### src/rtl/cpu_timer.sv
// -----------------------------------------------------------------------------
// cpu_timer
//   DMG timer peripheral on the CPU system bus. Decodes DIV/TIMA/TMA/TAC at
//   FF04..FF07, runs the 16-bit system counter every clk and raises a one-clk
//   timer interrupt request after the delayed TIMA reload that follows an
//   overflow.
//
// Ports
//   clk           system clock, shared with the cpu
//   reset         synchronous, active-high reset
//   t_cycle       cpu T-cycle phase 0..3; bus writes commit when it is 3
//   mem_addr      bus address
//   mem_enable    bus access enable
//   mem_write     bus write enable
//   mem_data_in   bus write data
//   mem_data_out  read data (combinational, FF when not selected)
//   mem_selected  high when mem_enable and mem_addr is in FF04..FF07
//   irq_timer     registered one-clk interrupt request pulse
// -----------------------------------------------------------------------------
module cpu_timer #(
  parameter logic [15:0] COUNTER_RESET = 16'h0000
) (
  input  logic        clk,
  input  logic        reset,
  input  logic [1:0]  t_cycle,
  input  logic [15:0] mem_addr,
  input  logic        mem_enable,
  input  logic        mem_write,
  input  logic [7:0]  mem_data_in,
  output logic [7:0]  mem_data_out,
  output logic        mem_selected,
  output logic        irq_timer
);

  typedef enum logic [1:0] {
    REG_DIV  = 2'd0,
    REG_TIMA = 2'd1,
    REG_TMA  = 2'd2,
    REG_TAC  = 2'd3
  } timer_reg_e;

  logic [15:0] counter_q, counter_d;
  logic [7:0]  tima_q, tima_d;
  logic [7:0]  tma_q, tma_d;
  logic [2:0]  tac_q, tac_d;
  logic        reload_pending_q, reload_pending_d;
  logic [1:0]  reload_cnt_q, reload_cnt_d;
  logic        irq_q, irq_d;

  logic        addr_hit;
  timer_reg_e  reg_sel;
  logic        wr;
  logic        wr_div, wr_tima, wr_tma, wr_tac;
  logic        tima_inc;
  logic        reload_edge;

  // FF04..FF07 share address bits [15:2]; bits [1:0] pick the register.
  assign addr_hit     = (mem_addr[15:2] == 14'h3FC1);
  assign reg_sel      = timer_reg_e'(mem_addr[1:0]);
  assign mem_selected = mem_enable & addr_hit;

  assign wr      = mem_selected & mem_write & (t_cycle == 2'd3);
  assign wr_div  = wr & (reg_sel == REG_DIV);
  assign wr_tima = wr & (reg_sel == REG_TIMA);
  assign wr_tma  = wr & (reg_sel == REG_TMA);
  assign wr_tac  = wr & (reg_sel == REG_TAC);

  // Timer tick: enable bit ANDed with the counter bit chosen by tac[1:0].
  function automatic logic tick_of(input logic [15:0] cnt, input logic [2:0] tac);
    logic sel_bit;
    case (tac[1:0])
      2'b00:   sel_bit = cnt[9];
      2'b01:   sel_bit = cnt[3];
      2'b10:   sel_bit = cnt[5];
      default: sel_bit = cnt[7];
    endcase
    return tac[2] & sel_bit;
  endfunction

  // Read mux.
  // NOTE: every signal assigned in an always_comb gets a default first so no
  // path leaves it unassigned, which would otherwise infer a latch.
  always_comb begin
    mem_data_out = 8'hFF;
    if (mem_selected) begin
      case (reg_sel)
        REG_DIV:  mem_data_out = counter_q[15:8];
        REG_TIMA: mem_data_out = tima_q;
        REG_TMA:  mem_data_out = tma_q;
        default:  mem_data_out = {5'b11111, tac_q};
      endcase
    end
  end

  // Next-state logic.
  always_comb begin
    counter_d = wr_div ? 16'h0000 : counter_q + 16'd1;
    tac_d     = wr_tac ? mem_data_in[2:0] : tac_q;
    tma_d     = wr_tma ? mem_data_in : tma_q;

    // Falling edge of the tick signal, judged from pre-edge and post-edge
    // counter/tac. This deliberately makes DIV writes, clearing the enable and
    // switching the select bit able to produce a spurious increment.
    tima_inc    = tick_of(counter_q, tac_q) & ~tick_of(counter_d, tac_d);
    reload_edge = reload_pending_q & (reload_cnt_q == 2'd3);

    tima_d           = tima_q;
    reload_pending_d = reload_pending_q;
    reload_cnt_d     = reload_cnt_q;
    irq_d            = reload_edge;

    if (reload_edge) begin
      // Reload wins over a TIMA write and picks up a same-edge TMA write.
      tima_d           = tma_d;
      reload_pending_d = 1'b0;
    end else if (wr_tima) begin
      // A TIMA write beats an increment and cancels a pending reload.
      tima_d           = mem_data_in;
      reload_pending_d = 1'b0;
    end else begin
      if (tima_inc) begin
        tima_d = tima_q + 8'd1;
        if (tima_q == 8'hFF && !reload_pending_q) begin
          reload_pending_d = 1'b1;
          reload_cnt_d     = 2'd0;
        end
      end
      if (reload_pending_q) begin
        reload_cnt_d = reload_cnt_q + 2'd1;
      end
    end
  end

  // NOTE: state registers use non-blocking assignments so every register
  // samples pre-edge values regardless of statement order.
  always_ff @(posedge clk) begin
    if (reset) begin
      counter_q        <= COUNTER_RESET;
      tima_q           <= 8'h00;
      tma_q            <= 8'h00;
      tac_q            <= 3'b000;
      reload_pending_q <= 1'b0;
      reload_cnt_q     <= 2'd0;
      irq_q            <= 1'b0;
    end else begin
      counter_q        <= counter_d;
      tima_q           <= tima_d;
      tma_q            <= tma_d;
      tac_q            <= tac_d;
      reload_pending_q <= reload_pending_d;
      reload_cnt_q     <= reload_cnt_d;
      irq_q            <= irq_d;
    end
  end

  assign irq_timer = irq_q;

endmodule
### config.mk
export PLATFORM = sky130hd
export DESIGN_NAME = cpu_timer
export DESIGN_NICKNAME = d
export VERILOG_FILES = /design/src/rtl/cpu_timer.sv
export SDC_FILE = /design/constraint.sdc
export NUM_CORES = 1
export LEC_CHECK = 0
export CAP_MARGIN = 40
export CELL_PAD_IN_SITES_DETAIL_PLACEMENT = 1
export CELL_PAD_IN_SITES_GLOBAL_PLACEMENT = 1
export CORE_ASPECT_RATIO = 0.8
export CORE_MARGIN = 2
export CORE_UTILIZATION = 36
export CTS_CLUSTER_SIZE = 25
export DETAILED_ROUTE_END_ITERATION = 6
export PLACE_DENSITY_LB_ADDON = 0.1
export SLEW_MARGIN = 20
export SYNTH_ARGS = -nofsm -noshare
export SYNTH_HDL_FRONTEND = slang
export SYNTH_SLANG_ARGS = --single-unit
### constraint.sdc
create_clock -name clk -period 2.9 [get_ports clk]
set_input_delay 0.58 -clock clk [delete_from_list [all_inputs] [get_ports clk]]
set_output_delay 0.58 -clock clk [all_outputs]
set_load 0.05 [all_outputs]
== Yosys cells after proc, flatten, opt, wreduce, memory -nomap -nowiden ==
Cells that the tools add are included.
Storage, ports and cells
  word-level logic and storage cells: 61
  bits of input ports: 30
  register bits after elaboration: 39
Cells by class
  mux-type cells: 13
  reduce and logical (&&, ||, !) cells: 12
  bitwise gates (word level): 14
  add/sub/neg operators: 3
  equality and inequality tests: 11
Operators with widths (count)
  $mux 8: 5
  $pmux 8 s3: 1
  $add 16x1->16 const B: 1
  $eq 14x14->1 const B: 1
  $eq 2x2->1 const B: 6
  $and 1x1->1: 11
  $mux 10: 1
  $add 8x1->8 const B: 1
  $eq 8x8->1 const B: 1
  $eq 2x1->1 const B: 3
  $logic_not 2->1: 3
  $mux 2: 3
  $pmux 1 s3: 2
  $reduce_and 4->1: 1
  $reduce_bool 2->1: 2
  $mux 3: 1
  $not 1->1: 3
  $reduce_bool 3->1: 1
  $reduce_or 3->1: 1
  $add 2x1->2 const B: 1
  $reduce_and 2->1: 1
  $reduce_or 2->1: 1
  $logic_and 1x1->1: 1
  $logic_not 1->1: 1

== Logic depth before layout (Yosys ltp) ==
Gate-level depths: netlist of run 1.
  depth after elaboration: 14
  gate-level depth with buffers: 9

== Worst setup path before layout of run 1 ==
No wires, ideal clock.
  path kind: input to output
  start point: in mem_addr[3]
  end point: out mem_data_out[3]
  slack: -1.771 ns
  cell stages on the path: 3
  arrival: 4.091 ns
  cell sequence: or4b_4 -> nor4_1 -> nand2_1
Between the ends
  longest elaborated chain between the ends: 3
Ends and longest elaborated chain
  from (decl): line 26  | input logic [15:0] mem_addr,
  $eq 14x14->1: line 58  | assign addr_hit = (mem_addr[15:2] == 14'h3FC1);
  $and 1x1->1: line 60  | assign mem_selected = mem_enable & addr_hit;
  named net mem_selected: line 31  | output logic mem_selected,
  $mux 8: line 85  | if (mem_selected) begin
  to (decl): line 30  | output logic [7:0] mem_data_out,
The timed path passes the listed nets, and every way through them passes these cells.

== Final worst setup path of run 1 ==
  start point: in t_cycle[0]
  end point: reg reload_pending_q
Between the ends
  longest elaborated chain between the ends: 10
  elaborated cells between the ends (all ways): 16
  those cells by class: eq/ne: 3; mux: 3; bitwise: 7; reduce/logical: 3
Ends and longest elaborated chain
  from (decl): line 25  | input logic [1:0] t_cycle,
  $eq 2x2->1 (*): line 62  | assign wr = mem_selected & mem_write & (t_cycle == 2'd3);
  $and 1x1->1 (*): line 62
  $and 1x1->1: line 66  | assign wr_tac = wr & (reg_sel == REG_TAC);
  $mux 3: line 98  | tac_d = wr_tac ? mem_data_in[2:0] : tac_q;
  $eq 2x2->1 (tied with other cells): line 71  | case (tac[1:0])
  $pmux 1 s3: line 71
  $and 1x1->1: line 77  | return tac[2] & sel_bit;
  $not 1->1: line 104  | tima_inc = tick_of(counter_q, tac_q) & ~tick_of(counter_d, tac_d);
  $and 1x1->1: line 104
  $reduce_and 2->1 (no source line)
  to (signal assigned): line 150  | reload_pending_q <= reload_pending_d;
  to (decl): line 46  | logic reload_pending_q, reload_pending_d;
Mark *: on every way between the ends. The rest lies on a longest branch, timed or not.
A chain may end at the register's enable or synchronous reset.

==> flow_metrics.env, run 1 <==
export IMPL_fmax_ghz=0.352
export IMPL_synth_top_area_cell="dfxtp_1"
export IMPL_drt_pass1_iterations=4
export IMPL_fin_skew_ps=8.79
export IMPL_port_buffers=39
export IMPL_grt_usage_pct=22.2
export IMPL_yosysSeqAreaShare_pct=33.3
export IMPL_worst_ep_arrival_time_ps=3070
export IMPL_yosysWarnings=0
export IMPL_slowest_delay_ps=580
export IMPL_power_uw=1130
export IMPL_drv_cap=0
export IMPL_path_cells="clkdlybuf4s50_1 -> nand3_2 -> or4_4 -> or4_4 -> o211ai_4 -> o32ai_4 -> or3_1 -> a21oi_1"
export IMPL_route_antenna_remaining_nets=0
export IMPL_synth_common_cells="39 x dfxtp_1, 29 x nand2_1, 27 x nor2_1"
export IMPL_cts_hold_buf=0
export IMPL_synth_cells=280
export IMPL_postSynthAreaPerCell_sq_um=8.38
export IMPL_required_ps=3130
export IMPL_synth_cell_area_sq_mm=0.00235
export IMPL_hold_start="counter_q[0]"
export IMPL_leakage_uw=0.00129
export IMPL_crit_path_max_fanout=5
export IMPL_clockBufferDepth=2
export IMPL_htree_levels=2
export IMPL_grt_ovfl_total=0
export IMPL_fin_util_pct=51.3
export IMPL_die_area_sq_mm=0.00719
export IMPL_wire_per_inst_microns=17.7
export IMPL_synth_most_common_cell="dfxtp_1"
export IMPL_crit_family="simple AND/OR/NAND/NOR gates"
export IMPL_status="completed"
export IMPL_num_rows=26
export IMPL_dp_cells=419
export IMPL_grt_max_degree=19
export IMPL_syn_num_nets=313
export IMPL_place_gp_congestion=0.826
export IMPL_nets=376
export IMPL_first_global_vias=2442
export IMPL_fin_crit_ps=2840
export IMPL_instances_no_fill=428
export IMPL_drtIter0Drc=112
export IMPL_endpoint_kind="flip-flop"
export IMPL_critPathLaunchType="primary input"
export IMPL_clkTransAtPathRegs_ps=90
export IMPL_grt_pass1_wl_microns=12400
export IMPL_vdd_drop_max_mv=0.191
export IMPL_clock_latency_ps=300
export IMPL_crit_buf_inv=1
export IMPL_r2r_start="counter_q[3]"
export IMPL_synth_edff_count=0
export IMPL_worst_pin_slew_ps=634
export IMPL_fp_dieH_microns=76.2
export IMPL_ys_ff_latch=39
export IMPL_cp_common_cell="or4_4"
export IMPL_synth_area_leaders="dfxtp_1 33%, nand2_1 4.6%, a21oi_1 4.5%, nor2_1 4.3%, mux4_2 3.8%"
export IMPL_cts_num_sinks=39
export IMPL_slew_headroom_pct=57.4
export IMPL_via_per_inst=5.44
export IMPL_worstRegToRegCells=7
export IMPL_core_area_sq_mm=0.00634
export IMPL_cts_inserted_buffers=5
export IMPL_power_density_mw_per_mm2=347
export IMPL_ys_flop_type="dfxtp_1"
export IMPL_wl_microns=7590
export IMPL_holdPathStages=1
export IMPL_cts_root_buf="clkbuf_8"
export IMPL_synth_cell_types=51
export IMPL_setup_violations=0
export IMPL_timing_rr_end="tima_q[2]"
export IMPL_final_max_slew_viol_count=0
export IMPL_antenna_found_initial=0
export IMPL_hp_class="flip-flop to flip-flop"
export IMPL_drive_above_1_share_pct=23.0
export IMPL_async_reset_ff_share_pct=0
export IMPL_cts_tree="built"
export IMPL_r2r_setup_slack_ps=500
export IMPL_slowest_stage="or4_4"
export IMPL_final_period_utilization_pct=98.1
export IMPL_antenna_cells=0
export IMPL_hold_end="counter_q[0]"
export IMPL_drcViolationCount=0
export IMPL_start_util_pct=37.0
export IMPL_path_class="primary input to flip-flop"
export IMPL_area_growth_pct=38.6
export IMPL_dp_hpwl_microns=5590
export IMPL_vias=2327
export IMPL_hold_viol_final=0
export IMPL_ios=40
export IMPL_die_w_microns=94.3
export IMPL_synth_top_area_share_pct=33.3
## state kept, by name, summed over array words and instances (netlist names)
signal,flops
tima_q,8
reload_cnt_q,2
irq_timer,1
tac_q,3
counter_q,16
tma_q,8
reload_pending_q,1
## cells in the final DEF, fill, tap and decap left out, types with 4 or more instances in the layout
master,count
inv_1,12
a221oi_1,5
mux2_2,5
and2_1,4
a22o_1,5
buf_4,35
o22ai_1,5
mux4_2,4
and4_1,4
nand3_1,14
nor2_1,27
nand2b_1,5
clkbuf_8,5
xnor2_1,9
a21oi_1,21
and3_1,9
o21a_1,5
nand2_1,29
clkdlybuf4s50_1,18
xor2_1,10
dfxtp_1,39
dlymetal6s2s_1,7
nand4_1,6
## kinds of logic after synthesis
kind of cell,Yosys count,synth area share [%]
flops,39,33.3
mux,9,6.24
xor+xnor,19,7.09
fa+ha+maj,3,1.60
compound gates,63,20.1
simple gates,123,27.8
buf+inv,24,3.89
## layout make-up
cell class	count	area (sq um)
clock inverters	3	43.8
repair buffers	68	616
inverters	12	45.0
flip-flops and latches	39	781
clock buffers	5	68.8
multi-input cells	217	1590
fillers	749	3090
well taps	84	105
## timing repair
| item | CTS | global route |
|---|---|---|
| pin swaps | 9 | 1 |
| setup endpoints to repair | 14 | 11 |
| resized for setup | 18 | 19 |
| buffers inserted | 1 | 0 |
## stage by stage
stage | TNS [ps] | worst slack, ps | hold WS, ps | instance area, sq um
floorplan | -780 | -106 | 422 | 2360
global placement | -7750 | -516 | 439 | 3020
detailed placement | -8610 | -591 | 460 | 3020
CTS | 0 | 2.49 | 474 | 3210
global route | -6.77 | -6.77 | 502 | 3250
finish | 0 | 56.2 | 469 | 3250
## worst max-delay path by stage
stage	start	end	slack, ps	depth (start not counted)
2_1_floorplan	mem_addr[3]	mem_data_out[3]	-110	3
3_3_place_gp	mem_addr[3]	tima_q[1]	-520	8
3_5_place_dp	mem_addr[3]	tima_q[2]	-590	8
4_1_cts	mem_addr[7]	reload_pending_q	2	8
5_1_grt	t_cycle[0]	tima_q[2]	-7	9
6_report	t_cycle[0]	reload_pending_q	60	8
## power breakdown
| group | switching [uW] | internal (uW) |
|---|---|---|
| clock | 218 | 257 |
| combinational | 53.3 | 57.5 |
| sequential | 3.83 | 539 |
## layer usage
layer / vias to the layer above / track usage, % / share of wire, %
met5: - / 0 / 0
met3: 8 / 3.46 / 4.4
met1: 1107 / 33.0 / 50
li1: 1157 / - / -
met4: 0 / 5.80 / 0.96
met2: 55 / 33.4 / 45
## worst register-to-register path, cell delays in order (launching register included)
cell and delay [ps]:
dfxtp_1 430, and4_1 380, nand4_1 160, xor2_1 190, and3_1 220, o32ai_4 410, o21ai_4 160, a221o_1 350
Note: power is estimated with default switching activity, not from simulation.
==> inputs of run 2 (changes only) <==
Settings changed: ABC_CLOCK_PERIOD_IN_PS from default to 2900.
==> results of run 2 <==
Final layout, timing and power as in run 1 (identical DEF).
